<file path="src/rtl/tttg_move_sequencer.sv">
// Move sequencer for the 2x2 game core: debounces buttons, latches a cell,
// enforces turns and replays accepted moves as play pulse then cell pulse.
module tttg_move_sequencer #(
  parameter int DEBOUNCE_CYCLES = 16,
  parameter bit TURN_ENFORCE    = 1'b1
) (
  input  logic       clk,
  input  logic       reset,
  input  logic       raw_play1,
  input  logic       raw_play2,
  input  logic [3:0] raw_cell,
  input  logic [3:0] occupied,
  input  logic       game_over,
  output logic       play1,
  output logic       play2,
  output logic [3:0] button,
  output logic       move_done,
  output logic       reject,
  output logic [1:0] turn
);

  localparam int CW = $clog2(DEBOUNCE_CYCLES + 1);
  localparam logic [CW-1:0] CMAX = CW'(DEBOUNCE_CYCLES - 1);

  typedef enum logic [1:0] {
    IDLE,
    CELL_SEL,
    ISSUE_PLAY,
    ISSUE_CELL
  } state_t;

  logic [5:0]    raw;
  logic [5:0]    s1_q, s2_q;
  logic [5:0]    lvl_q, lvl_d;
  logic [5:0]    ev_q, ev_d;
  logic [CW-1:0] cnt_q [6];
  logic [CW-1:0] cnt_d [6];

  assign raw = {raw_play2, raw_play1, raw_cell};

  always_comb begin
    for (int i = 0; i < 6; i++) begin
      lvl_d[i] = lvl_q[i];
      cnt_d[i] = '0;
      if (s2_q[i] != lvl_q[i]) begin
        if (cnt_q[i] == CMAX) lvl_d[i] = s2_q[i];
        else cnt_d[i] = cnt_q[i] + 1'b1;
      end
    end
    ev_d = lvl_d & ~lvl_q;
  end

  always_ff @(posedge clk) begin
    if (reset) begin
      s1_q  <= '0;
      s2_q  <= '0;
      lvl_q <= '0;
      ev_q  <= '0;
      for (int i = 0; i < 6; i++) cnt_q[i] <= '0;
    end else begin
      s1_q  <= raw;
      s2_q  <= s1_q;
      lvl_q <= lvl_d;
      ev_q  <= ev_d;
      for (int i = 0; i < 6; i++) cnt_q[i] <= cnt_d[i];
    end
  end

  state_t     state_q, state_d;
  logic [3:0] cell_q, cell_d;
  logic       who_q, who_d;
  logic [1:0] turn_q, turn_d;
  logic       rej_d;

  logic [3:0] cev;
  logic       p1e, p2e, pev;
  logic       cell_ok, cell_free, p1_ok, p2_ok;

  assign cev       = ev_q[3:0];
  assign p1e       = ev_q[4];
  assign p2e       = ev_q[5];
  assign pev       = p1e | p2e;
  assign cell_ok   = (cev != 4'd0) && ((cev & (cev - 4'd1)) == 4'd0)
                     && ((cev & occupied) == 4'd0);
  assign cell_free = (cell_q & occupied) == 4'd0;
  // turn 01 admits only player1, 10 only player2, 00 either
  assign p1_ok     = p1e & ~p2e & (turn_q != 2'b10);
  assign p2_ok     = p2e & ~p1e & (turn_q != 2'b01);

  always_comb begin
    state_d = state_q;
    cell_d  = cell_q;
    who_d   = who_q;
    turn_d  = turn_q;
    rej_d   = 1'b0;
    case (state_q)
      IDLE: begin
        if (!game_over && (cev != 4'd0 || pev)) begin
          if (cell_ok && !pev) begin
            cell_d  = cev;
            state_d = CELL_SEL;
          end else begin
            rej_d = 1'b1;
          end
        end
      end
      CELL_SEL: begin
        if (game_over) begin
          state_d = IDLE;
          cell_d  = 4'd0;
        end else if (cev != 4'd0 && pev) begin
          rej_d = 1'b1;
        end else if (cev != 4'd0) begin
          if (cell_ok) cell_d = cev;
          else rej_d = 1'b1;
        end else if (pev) begin
          if ((p1_ok || p2_ok) && cell_free) begin
            state_d = ISSUE_PLAY;
            who_d   = p2e;
          end else begin
            rej_d = 1'b1;
          end
        end
      end
      ISSUE_PLAY: state_d = ISSUE_CELL;
      ISSUE_CELL: begin
        state_d = IDLE;
        cell_d  = 4'd0;
        if (TURN_ENFORCE) turn_d = who_q ? 2'b01 : 2'b10;
      end
      default: state_d = IDLE;
    endcase
  end

  always_ff @(posedge clk) begin
    if (reset) begin
      state_q   <= IDLE;
      cell_q    <= '0;
      who_q     <= 1'b0;
      turn_q    <= 2'b00;
      play1     <= 1'b0;
      play2     <= 1'b0;
      button    <= '0;
      move_done <= 1'b0;
      reject    <= 1'b0;
    end else begin
      state_q   <= state_d;
      cell_q    <= cell_d;
      who_q     <= who_d;
      turn_q    <= turn_d;
      play1     <= (state_d == ISSUE_PLAY) && !who_d;
      play2     <= (state_d == ISSUE_PLAY) && who_d;
      button    <= (state_d == ISSUE_CELL) ? cell_q : 4'd0;
      move_done <= (state_d == ISSUE_CELL);
      reject    <= rej_d;
    end
  end

  assign turn = turn_q;

endmodule

</file>
<file path="config.mk">
export PLATFORM = sky130hd
export DESIGN_NAME = tttg_move_sequencer
export DESIGN_NICKNAME = d
export VERILOG_FILES = /design/src/rtl/tttg_move_sequencer.sv
export SDC_FILE = /design/constraint.sdc
export NUM_CORES = 1
export LEC_CHECK = 0
export ABC_AREA = 1
export BUFFER_PORTS_ARGS = -buffer_cell sky130_fd_sc_hd__clkbuf_2
export CORE_ASPECT_RATIO = 1.2
export CORE_UTILIZATION = 35
export DETAILED_ROUTE_END_ITERATION = 6
export PLACE_DENSITY = 0.6
export SETUP_SLACK_MARGIN = 0.2
export SLEW_MARGIN = 10
export SYNTH_ARGS = -nofsm -noshare
export SYNTH_HDL_FRONTEND = slang
export SYNTH_SLANG_ARGS = --single-unit
</file>
<file path="constraint.sdc">
create_clock -name clk -period 1.5 [get_ports clk]
set_input_delay 0 -clock clk [delete_from_list [all_inputs] [get_ports clk]]
set_output_delay 0 -clock clk [all_outputs]
set_load 0.01 [all_outputs]
</file>
After elaboration in Yosys (flattened, before gate mapping). Memories as Yosys holds them, arrays and structs flattened. Cells that the tools add are included.

Multiplexer cells: 64. Add/sub/neg operators: 7. Bitwise operators: 19. Equality and inequality tests: 24. Reduce and logical (&&, ||, !) cells: 21.

Operators with widths (number): two-way mux 5 bit (18); adder 5 x 1 -> 5 bit, second input constant (6); == test 5 x 4 -> 1 bit, second input constant (6); two-way mux 1 bit (29); two-way mux 4 bit (6); two-way mux 2 bit (8); AND 4 bit (3); logical NOT 4 bit (3); case mux 4 bit (3 select lines) (1); != test 3 bit, second input constant (3); == test 2 bit, second input constant (4); logical AND 1 bit (8); case mux 2 bit (4 select lines) (1); OR 1 bit (7); AND 6 bit (1); != test 1 bit (6); != test 2 bit, second input constant (3); inverter 6 bit (1); AND reduction 6 bit (1); AND 1 bit (4); nonzero test 4 bit (1); subtractor 4 x 1 -> 4 bit, second input constant (1); logical NOT 1 bit (3); inverter 1 bit (3); other kinds (7) (8).

Output and inout port bits: 10. Word-level logic and storage cells: 149. Register bits: 41. Bits of input ports: 13. Memories kept: 1. Memory bits (writable): 30.

Memory list: cnt_q (words 6, bits a word 5, rd ports 6, clocked after Yosys merged registers in 0, wr ports 6, line 36) `logic [CW-1:0] cnt_q [6];`.

Depth between registers and ports, before layout.
Depth after elaboration: 14. Gate-level depth with buffers: 11.

Worst setup path after synthesis. OpenSTA, ideal clock, no wires.

Path kind: reg-to-reg. Start point: memory cnt_q[4][0] (netlist bit). End point: memory cnt_q[4][3] (netlist bit). Slack: 76 ps. Buffers on the path: 0. Stages on the path, launching flop included: 9. Data arrival time: 1354 ps. Required time: 1430 ps. Path through: dfxtp_1 -> ha_1 -> nand2_1 -> nor2_1 -> ha_1 -> a21oi_1 -> o211ai_1 -> o21bai_1 -> a21oi_1.

RTL lines (line): start, declared (36).

Final worst setup path.
Start point: register ev_q[0]. End point: register cell_q[1].

Longest elaborated chain between the ends: 8.

Ends and longest elaborated chain: start, declared (line 35) `logic [5:0] ev_q, ev_d;`; start signal, assigned (line 64) `ev_q <= ev_d;`; subtractor 4 x 1 -> 4 bit (line 83) `assign cell_ok = (cev != 4'd0) && ((cev & (cev - 4'd1)) == 4'd0)`; AND 4 bit (line 83); logical NOT 4 bit (line 83); logical AND 1 bit (line 83); logical AND 1 bit (line 84) `&& ((cev & occupied) == 4'd0);`; logical AND 1 bit (line 99) `if (cell_ok && !pev) begin`; != test 2 bit (no line); AND reduction 6 bit (no line) *; end signal, assigned (line 148) `cell_q <= cell_d;`; end, declared (line 70) `logic [3:0] cell_q, cell_d;`.

Every way passes the cells marked *; elsewhere a longest branch is shown, timed or not. A chain may end at the register's enable or synchronous reset.

==> results.md <==
- Status: finished, final reports clean
- Kind of critical path: reg -> reg
- First-pass GRT wire length: 8650 um
- Clock-pin slew on the worst setup and hold paths: 0.07 ns
- Net switching component of the power: 0.731 mW
- Worst-path cell chain: inv_4 -> nand2_4 -> nand2_4 -> nand2_2 -> nor2_2 -> nand3_2 -> a21oi_4 -> nand2_4 -> nand2_2 -> nand2_1 -> nor2_1
- P&R area growth vs syn: 41.6%
- Switch share: 20.7%
- Power Density: 912 nW/um2
- Setup TNS: 0 ns
- Syn Inst Count: 329
- Maximum level of the CTS H-tree: 3
- HP Class: in -> reg
- Post-synth EDFFs: 0
- Min Tclk post-route: 1.42 ns
- DIE WIDTH: 82.6 um
- Initial Util: 36.9%
- Dominant synthesized flop cell: dfxtp_1
- RSZ-0062 raised after global routing: true
- Count leader, synth: dfxtp_1
- Endpoints failing setup: 0
- Final core utilization: 52.3%
- Part of the Yosys area used for sequential elements: 52.0%
- Vias: 2221
- Fraction of final layout cells sized beyond drive strength 1: 43.0%
- Library cells used by synthesis: 27
- Dpl hpwl: 3410 um
- Clock network fraction of total power: 42.7%
- Yosys top cell by area: dfxtp_1
- CTS Buf Count: 9
- VDD IR max: 0.646 mV
- Clock Sinks: 71
- P_leak: 1.58 nW
- Post-synth top area share: 52.0%
- Wire per inst: 10.7 um
- Syn_area_per_cell: 8.30 um2
- Antenna cells: 0
- Fillers: 700
- Sequential power share: 54.1%
- Synth top area cells: dfxtp_1, nor2_1, inv_1, ha_1, a21oi_1
- CTS tree: built
- Pre-Repair DR Iteration Count: 4
- Critical Path RT: 1.77 ns
- Die height: 98.8 um
- GRT Total Usage: 13.9%
- Port buffer count: 22
- Initial antenna violation count: 0
- Period utilization: 94.9%
- Max-cap viol count: 0
- Non-Filler Instances: 488
- GPL Wtd Cong: 0.844
- Highest clock rate: 702 MHz
- Die ar.: 8160 um2
- Power Total: 3.53 mW
- Internal power: 2.80 mW
- Clock Latency Late Sink: 0.33 ns
- Comb power frac: 3.1%
- Global route overflow: 0
- DP Cell Count: 443
- Slowest CP cell: dfxtp_4
- Vias in the first global route: 2123
- #FFs+latches synth: 71
- Slew Viols, Final: 0
- Final hold vios: 0
- DRT iter0 DRCs: 60
- CP max FO: 6
- # nets final: 419
- Crit path largest cell delay: 0.37 ns
- Setup crit end kind: register
- Largest net degree at the start of global routing: 20
- Hold Worst Slack: 0.0622 ns
- Cell area after synthesis: 2730 um2
- Syn_nets: 354
- YS warnings: 0
- Most instantiated cells after synthesis: dfxtp_1, nor2_1, inv_1
- Post-DR vias/cell: 4.55
- Critical Path Start Type: register
- # DRC: 0
- Core area: 7400 um2
- Fin Clk Skew: 0.00621 ns
- Total Wirelength: 5210 um
- Slew @ Worst Pin: 0.427 ns
- I/O pin count: 23
- Asr flop ratio synth: 0%
- Rel. slew slack: 71.2%
- Crit path top cell by count: nand2_4
- Reg2Reg Setup Slack: 0.08 ns
- Root Buffer: clkbuf_8
- Antenna-violating nets left: 0
- # rows: 34
- Clk buf depth: 2
- Data arrival, critical path: 1.69 ns
cells by family after synthesis:
family | count (synthesis) | share of synthesized area (%)
compound gates | 59 | 13.5
fa+ha+maj | 12 | 5.50
buf+inv | 63 | 8.70
flops | 71 | 52.0
simple gates | 124 | 20.3
flip-flops by register name, indices dropped and copies added (netlist names):
register	count
cnt_q	30
ev_q	6
lvl_q	6
s1_q	6
s2_q	6
button	4
cell_q	4
state_q	2
turn	2
move_done	1
play1	1
play2	1
reject	1
who_q	1
layout make-up:
class | instances | area (um2) | share of cell area [%]
flip-flops and latches | 71 | 1460 | 37.7
inverters | 60 | 230 | 5.95
multi-input cells | 195 | 1480 | 38.3
repair buffers | 57 | 388 | 10.0
well taps | 90 | 113 | 2.91
clock buffers | 12 | 155 | 4.01
clock inverters | 3 | 42.5 | 1.10
metal layers:
| layer | track usage, % | vias to the layer above | wire, um |
|---|---|---|---|
| met2 | 24.5 | 33 | 2760 |
| met1 | 14.8 | 1008 | 2190 |
| met4 | 6.50 | 0 | 104 |
| met5 | 0 | - | 0 |
| li1 | - | 1171 | - |
| met3 | 4.26 | 9 | 160 |
stage by stage:
stage / setup WS [ns] / cell area (um2)
after floorplan: 0.170 / 2850
after global placement: 0.0828 / 3100
after detailed placement: 0.0516 / 3100
after CTS: 0.0997 / 3580
after global routing: -0.0214 / 3870
final: 0.0760 / 3870
final timing paths:
kind | to | startpoint | depth (start not counted)
worst max-delay path | cell_q[1] | ev_q[0] | 11
worst max register to register | cell_q[1] | ev_q[0] | 11
worst min register to register | s2_q[3] | s1_q[3] | 2
worst min-delay path | state_q[1] | occupied[2] | 4
worst max-delay path, delay by kind of cell (launching register included):
family          cells  cell delay (ns)
compound gates      1             0.22
simple gates        9             0.71
buf+inv             1             0.07
flops               1             0.37
layout by cell type, fill, tap and decap left out, types with 10 or more instances in the layout:
cell      instances
nand2_1          13
dfxtp_1          52
nand2_2          12
clkbuf_2         22
buf_4            29
a21oi_1          17
clkbuf_8         11
dfxtp_2          14
nor2_2           16
nand3_1          10
nor2_4           11
nor2_1           43
inv_1            53
ha_4             10
power by group through the flow:
stage	clock (mW)	sequential, mW	combinational, mW
2_1_floorplan	0	1.96	0.0429
3_3_place_gp	0	1.96	0.0772
3_5_place_dp	0	1.96	0.0798
4_1_cts	1.56	1.92	0.104
5_1_grt	1.64	1.91	0.126
6_report	1.51	1.91	0.111
timing repair:
item,4_1_cts,5_1_grt
pin swaps,14,22
endpoints found under the hold margin,6,0
setup endpoints to repair,34,52
hold buffers,6,0
setup buffers,20,4
gates resized for setup,28,69
Power figures use the tool's default switching activity.
